## config.mk

```make
export PLATFORM = sky130hd
export DESIGN_NAME = regfile_dump_engine
export DESIGN_NICKNAME = d
export VERILOG_FILES = /design/src/rtl/regfile_dump_engine.sv
export SDC_FILE = /design/constraint.sdc
export NUM_CORES = 1
export LEC_CHECK = 0
export CAP_MARGIN = 20
export CORE_MARGIN = 5
export CORE_UTILIZATION = 35
export DETAILED_ROUTE_END_ITERATION = 8
export HOLD_SLACK_MARGIN = 0.06
export PLACE_DENSITY = 0.54
export SETUP_SLACK_MARGIN = 0.05
export SYNTH_ARGS = -nofsm -noshare
export SYNTH_HDL_FRONTEND = slang
export SYNTH_SLANG_ARGS = --single-unit
```

## constraint.sdc

```tcl
create_clock -name clk -period 14.8 [get_ports clk]
set_clock_uncertainty 0.05 [all_clocks]
set_input_delay 2.22 -clock clk [delete_from_list [all_inputs] [get_ports clk]]
set_output_delay 2.22 -clock clk [all_outputs]
set_load 0.01 [all_outputs]
```

## src/rtl/regfile_dump_engine.sv

```systemverilog
// Debug dump engine: sweeps the register file two registers per read cycle
// and streams each word, then an XOR checksum, over a valid/ready interface.
module regfile_dump_engine #(
   parameter int NUM_REGS = 32
) (
   input  logic        clk,
   input  logic        rst,
   input  logic        start,
   input  logic        core_halted,
   output logic [4:0]  Rs1,
   output logic [4:0]  Rs2,
   input  logic [31:0] read_data1,
   input  logic [31:0] read_data2,
   output logic [31:0] out_data,
   output logic [4:0]  out_idx,
   output logic        out_last,
   output logic        out_valid,
   input  logic        out_ready,
   output logic        busy,
   output logic        done
);

   localparam int KW = $clog2(NUM_REGS / 2) + 1;
   localparam logic [KW-1:0] K_LAST = KW'(NUM_REGS / 2 - 1);

   localparam logic [2:0] S_IDLE     = 3'd0;
   localparam logic [2:0] S_READ     = 3'd1;
   localparam logic [2:0] S_SEND_A   = 3'd2;
   localparam logic [2:0] S_SEND_B   = 3'd3;
   localparam logic [2:0] S_SEND_SUM = 3'd4;
   localparam logic [2:0] S_DONE     = 3'd5;

   logic [2:0]    state_q, state_d;
   logic [KW-1:0] k_q, k_d;
   logic [31:0]   sum_q, sum_d;
   logic [31:0]   buf_a_q, buf_a_d;
   logic [31:0]   buf_b_q, buf_b_d;

   logic [4:0]    rs1_q, rs1_d;
   logic [4:0]    rs2_q, rs2_d;
   logic [31:0]   out_data_q, out_data_d;
   logic [4:0]    out_idx_q, out_idx_d;
   logic          out_last_q, out_last_d;
   logic          out_valid_q, out_valid_d;
   logic          busy_q, busy_d;
   logic          done_q, done_d;
   logic [4:0]    base_s;

   always_comb begin
      state_d = state_q;
      k_d     = k_q;
      sum_d   = sum_q;
      buf_a_d = buf_a_q;
      buf_b_d = buf_b_q;
      case (state_q)
         S_IDLE: begin
            if (start && core_halted) begin
               state_d = S_READ;
               k_d     = '0;
               sum_d   = 32'h0;
            end else begin
               state_d = S_IDLE;
            end
         end
         S_READ: begin
            buf_a_d = read_data1;
            buf_b_d = read_data2;
            sum_d   = sum_q ^ read_data1 ^ read_data2;
            state_d = S_SEND_A;
         end
         S_SEND_A: begin
            if (out_ready) begin
               state_d = S_SEND_B;
            end else begin
               state_d = S_SEND_A;
            end
         end
         S_SEND_B: begin
            if (out_ready) begin
               if (k_q == K_LAST) begin
                  state_d = S_SEND_SUM;
               end else begin
                  k_d     = k_q + KW'(1);
                  state_d = S_READ;
               end
            end else begin
               state_d = S_SEND_B;
            end
         end
         S_SEND_SUM: begin
            if (out_ready) begin
               state_d = S_DONE;
            end else begin
               state_d = S_SEND_SUM;
            end
         end
         S_DONE:  state_d = S_IDLE;
         default: state_d = S_IDLE;
      endcase
   end

   // Outputs are decoded from the next state so every port comes straight from a flop.
   always_comb begin
      base_s      = 5'({k_d, 1'b0});
      rs1_d       = 5'd0;
      rs2_d       = 5'd0;
      out_data_d  = 32'h0;
      out_idx_d   = 5'd0;
      out_last_d  = 1'b0;
      out_valid_d = 1'b0;
      busy_d      = (state_d != S_IDLE);
      done_d      = 1'b0;
      case (state_d)
         S_READ: begin
            rs1_d = base_s;
            rs2_d = base_s | 5'd1;
         end
         S_SEND_A: begin
            rs1_d       = base_s;
            rs2_d       = base_s | 5'd1;
            out_data_d  = buf_a_d;
            out_idx_d   = base_s;
            out_valid_d = 1'b1;
         end
         S_SEND_B: begin
            rs1_d       = base_s;
            rs2_d       = base_s | 5'd1;
            out_data_d  = buf_b_d;
            out_idx_d   = base_s | 5'd1;
            out_valid_d = 1'b1;
         end
         S_SEND_SUM: begin
            out_data_d  = sum_d;
            out_last_d  = 1'b1;
            out_valid_d = 1'b1;
         end
         S_DONE:  done_d = 1'b1;
         default: done_d = 1'b0;
      endcase
   end

   always_ff @(posedge clk or posedge rst) begin
      if (rst) begin
         state_q     <= S_IDLE;
         k_q         <= '0;
         sum_q       <= 32'h0;
         buf_a_q     <= 32'h0;
         buf_b_q     <= 32'h0;
         rs1_q       <= 5'd0;
         rs2_q       <= 5'd0;
         out_data_q  <= 32'h0;
         out_idx_q   <= 5'd0;
         out_last_q  <= 1'b0;
         out_valid_q <= 1'b0;
         busy_q      <= 1'b0;
         done_q      <= 1'b0;
      end else begin
         state_q     <= state_d;
         k_q         <= k_d;
         sum_q       <= sum_d;
         buf_a_q     <= buf_a_d;
         buf_b_q     <= buf_b_d;
         rs1_q       <= rs1_d;
         rs2_q       <= rs2_d;
         out_data_q  <= out_data_d;
         out_idx_q   <= out_idx_d;
         out_last_q  <= out_last_d;
         out_valid_q <= out_valid_d;
         busy_q      <= busy_d;
         done_q      <= done_d;
      end
   end

   assign Rs1       = rs1_q;
   assign Rs2       = rs2_q;
   assign out_data  = out_data_q;
   assign out_idx   = out_idx_q;
   assign out_last  = out_last_q;
   assign out_valid = out_valid_q;
   assign busy      = busy_q;
   assign done      = done_q;

endmodule

```

Word-level counts from Yosys, hierarchy flattened
Index checks and enable logic that the tools add are counted.
Storage, ports and cells
  register bits: 155
  input port bits: 69
  output and inout bits: 51
Cells by class
  reductions and logical operators: 7
  equality and inequality tests: 13
  multiplexer cells: 21
  $add $sub $neg: 1
  bitwise logic cells: 2
Operators with widths (count)
  $mux W32: 3
  $pmux W32 S3: 1
  $pmux W32 S2: 1
  $xor A32 B32 Y32: 2
  $mux W5: 5
  $pmux W5 S2: 2
  $pmux W3 S5: 1
  $eq A3 B2 Y1 const B: 4
  $eq A3 B3 Y1 const B: 3
  $eq A3 B1 Y1 const B: 2
  $mux W1: 6
  $mux W3: 2
  $ne A2 B2 Y1 const B: 3
  $reduce_or A3 Y1: 2
  $add A5 B1 Y5 const B: 1
  $eq A5 B4 Y1 const B: 1
  $reduce_and A4 Y1: 1
  $logic_not A3 Y1: 1
  $reduce_bool A3 Y1: 1
  $reduce_bool A2 Y1: 1
  $logic_and A1 B1 Y1: 1

Longest topological paths before layout
  word-level depth: 7
  depth in mapped cells: 8
  depth with buffers taken out: 5

Worst setup path before layout
OpenSTA, ideal clock, no wires.
  path kind: input to register
  start point: input start
  end point: register out_data_q[10] (netlist: out_data[10])
  path buffers: 2
  stages: 6
  path slack: 11286 ps
  data arrival time: 3338 ps
  path through: a21o_1 > buf_4 > nand2_1 > buf_2 > a211o_1 > a221o_1
Between the ends
  elaborated cells on any way between the ends: 9
  classes of those cells: 3 x eq/ne; 5 x mux; 1 x reduce/logical
RTL lines
  start, declared: line 8  | input logic start,
  $logic_and A1 B1 Y1: line 57  | if (start && core_halted) begin
  $mux W32: line 57
  $pmux W32 S2: line 55  | case (state_q)
  named net sum_d[10]: line 35  | logic [31:0] sum_q, sum_d;
  $pmux W32 S3: line 113  | case (state_d)
  named net out_data_d[10]: line 41  | logic [31:0] out_data_q, out_data_d;
  end signal, assigned: line 165  | out_data_q <= out_data_d;
  end, declared: line 41
The timed path passes the listed nets, and every way through them passes these cells.
A chain may end at the register's enable or synchronous reset.

Worst setup path in the final report
  start point: input start
  end point: register out_data_q[12] (netlist: out_data[12])
Same word-level chain as after synthesis.

==> impl_metrics.tcl <==
set metrics [dict create \
    holdPathStages 2 \
    ys_warn_count 0 \
    design_area_um2 8746 \
    port_buffers 118 \
    fp.dieW_um 149.7 \
    vias_per_cell 5.061 \
    final_cell_mix "nand2_1 (198), dfrtp_1 (149), clkdlybuf4s50_1 (118)" \
    dieArea_um2 22420 \
    cts_tree "built" \
    r2r_end "out_data[12]" \
    post_cts_buffers 0 \
    ys_seq_area_share_pct 54.93 \
    nFillCells 1838 \
    avgSynthCellArea_um2 9.917 \
    period_minus_slack_ns 4.519 \
    synth_edf_count 0 \
    slew_headroom_pct 28.81 \
    hp-class "reg2reg" \
    routed-via-count 5360 \
    ys_ff_latch 150 \
    hpwl_um 11230 \
    grt_pass1_wl_um 30020 \
    core_area_um2 19330 \
    drv_cap 0 \
    slew_violations 0 \
    crit_fanout 18 \
    track_usage_pct 17.07 \
    syn_nets 759 \
    insertion_delay_ns 0.42 \
    worst_slew_pin_slew_ns 1.063 \
    cts_sinks 150 \
    hp-start "buf_a_q[16]" \
    h-tree-depth 4 \
    grt_pass1_vias 5642 \
    grt_remaining_overflow 0 \
    regArea_um2 3755 \
    syn_area_um2 6833 \
    fin_crit_sh_pct 30.53 \
    utilization_pct 45.23 \
    cts_resized 0 \
    synth_flop_cell "dfrtp_1" \
    critPathKind "in2reg" \
    endpoint_kind "register" \
    syn_to_final_growth_pct 28.00 \
    critPathArrivalTime_ns 4.76 \
    grt_max_degree 78 \
    status "finished clean" \
    firstDrtPassIters 5 \
    crit_path_start_kind "input port" \
    numCtsBuffers 17 \
    path_clk_slew_ns 0.06 \
    drtAntennaViolNets 0 \
    drive_gt1_share_pct 6.557 \
    ios 120 \
    power_density_nw_per_um2 206.9 \
    drt_wl_total_um 18260 \
    synthArstFlopShare_pct 100.0 \
    reg2reg_from "state_q[0]" \
    cts_buffer_depth 2 \
    grt_setup_unrepaired "false" \
    r2r_setup_slack_ns 11.50 \
    min_to "buf_a_q[16]" \
    fmax_mhz 221.3 \
    yosysUniqueCellTypes 43 \
    initial_core_util_pct 35.34 \
    fin_nets 853 \
    synth_cells 689 \
    drt_iter0_drc 289 \
    finalHoldViolations 0 \
    p_leak_uw 0.004051 \
    drt-wirelength-per-cell_um 17.24 \
    place_congestion 0.7615 \
    cp.required_ns 15.04 \
    worst-r2r-cell-count 4 \
    fp-row-count 51 \
    root_buffer "clkbuf_16" \
    holdBufCountCts 0 \
    peakVddDrop_mv 0.08670 \
    tns_ns 0 \
    multi_input_area_um2 2801 \
    finalSetupViolCount 0 \
    antenna_found_initial 1 \
    die_h_um 149.7 \
    final_common_cell "nand2_1" \
    placed_area_um2 8158 \
    drcViolationCount 0 \
]
[worst max-delay path: stages]
cell             delay [ns]
clkdlybuf4s50_1        0.48
a21o_1                 0.59
nand2_1                0.65
a211o_1                0.47
a221o_1                0.34
[sequential cells by signal, summed over array words and instances, names as in the netlist]
register	flops
Rs1	1
Rs2	4
buf_a_q	32
buf_b_q	32
busy	1
done	1
k_q	5
out_data	32
out_idx	5
out_last	1
out_valid	1
state_q	3
sum_q	32
[per-stage QoR]
step / cells / power, uW / hold slack [ns] / worst slack, ns
2_1_floorplan: 689 / 1161 / 0.3911 / 8.494
3_3_place_gp: 1026 / 1384 / 0.4035 / 9.812
3_5_place_dp: 1027 / 1413 / 0.4101 / 9.809
4_1_cts: 1056 / 1826 / 0.4240 / 10.23
5_1_grt: 1059 / 1946 / 0.4409 / 10.15
6_report: 1059 / 1809 / 0.4234 / 10.28
[metal layers]
| metal | global-route usage [%] | share of wire, % |
|---|---|---|
| met5 | 0 | 0 |
| met2 | 28.05 | 48 |
| met3 | 3.543 | 5.4 |
| met4 | 4.986 | 1.0 |
| met1 | 22.90 | 46 |
[cell families (layout without fill, tap and decap cells)]
family	Yosys count	in the layout	share of synthesized area [%]
XOR/XNOR	34	34	4.358
flip-flops	150	150	54.93
other	1	2	0.05488
buffers and inverters	57	161	4.596
AND/OR/NAND/NOR	316	316	19.81
multiplexers	2	2	0.2930
AO/OA/AOI/OAI	128	128	15.77
adder cells (fa/ha/maj)	1	1	0.1831
[power by group]
part	internal [uW]	switching, uW
Sequential	600	103
Combinational	310	390
Clock	246	160
Total	1160	653
[layout make-up]
| class | count | share of cell area (%) |
|---|---|---|
| Antenna cell | 1 | 0.02861 |
| Clock buffer | 25 | 5.665 |
| Clock inverter | 4 | 0.5436 |
| Inverter | 7 | 0.3577 |
| Multi-Input combinational cell | 482 | 32.03 |
| Sequential cell | 150 | 42.93 |
| Tap cell | 265 | 3.791 |
| Timing Repair Buffer | 125 | 14.65 |
[how the worst max path moves through the flow]
stage,from,to,slack (ns),depth (start not counted)
final,start,out_data[12],10.28,5
after global routing,start,out_data[7],10.15,5
after global placement,out_ready,out_data[20],9.81,5
after floorplan,rst,Rs1[4],8.49,1
after detailed placement,start,out_data[0],9.81,5
after CTS,start,out_data[12],10.23,5
[cells in the mapped netlist (all sizes together) (2+ instances only)]
library cell | number | area [um2]
a211o | 17 | 148.9
or2 | 2 | 12.51
nor3 | 17 | 85.08
nand3b | 2 | 15.01
xor2 | 18 | 157.7
inv | 7 | 26.28
and4 | 2 | 17.52
o2111a | 17 | 191.4
a22oi | 31 | 232.7
nor2 | 64 | 270.3
nor3b | 4 | 35.03
dfrtp | 150 | 3754
o21ai | 4 | 20.02
a221o | 32 | 320.3
xnor2 | 16 | 140.1
mux2i | 2 | 20.02
and3 | 18 | 112.6
nand2 | 198 | 743.2
buf | 22 | 182.7
clkbuf | 28 | 105.1
a211oi | 3 | 22.52
and2 | 2 | 12.51
a21oi | 19 | 95.09
(Power assumes the default switching activity.)
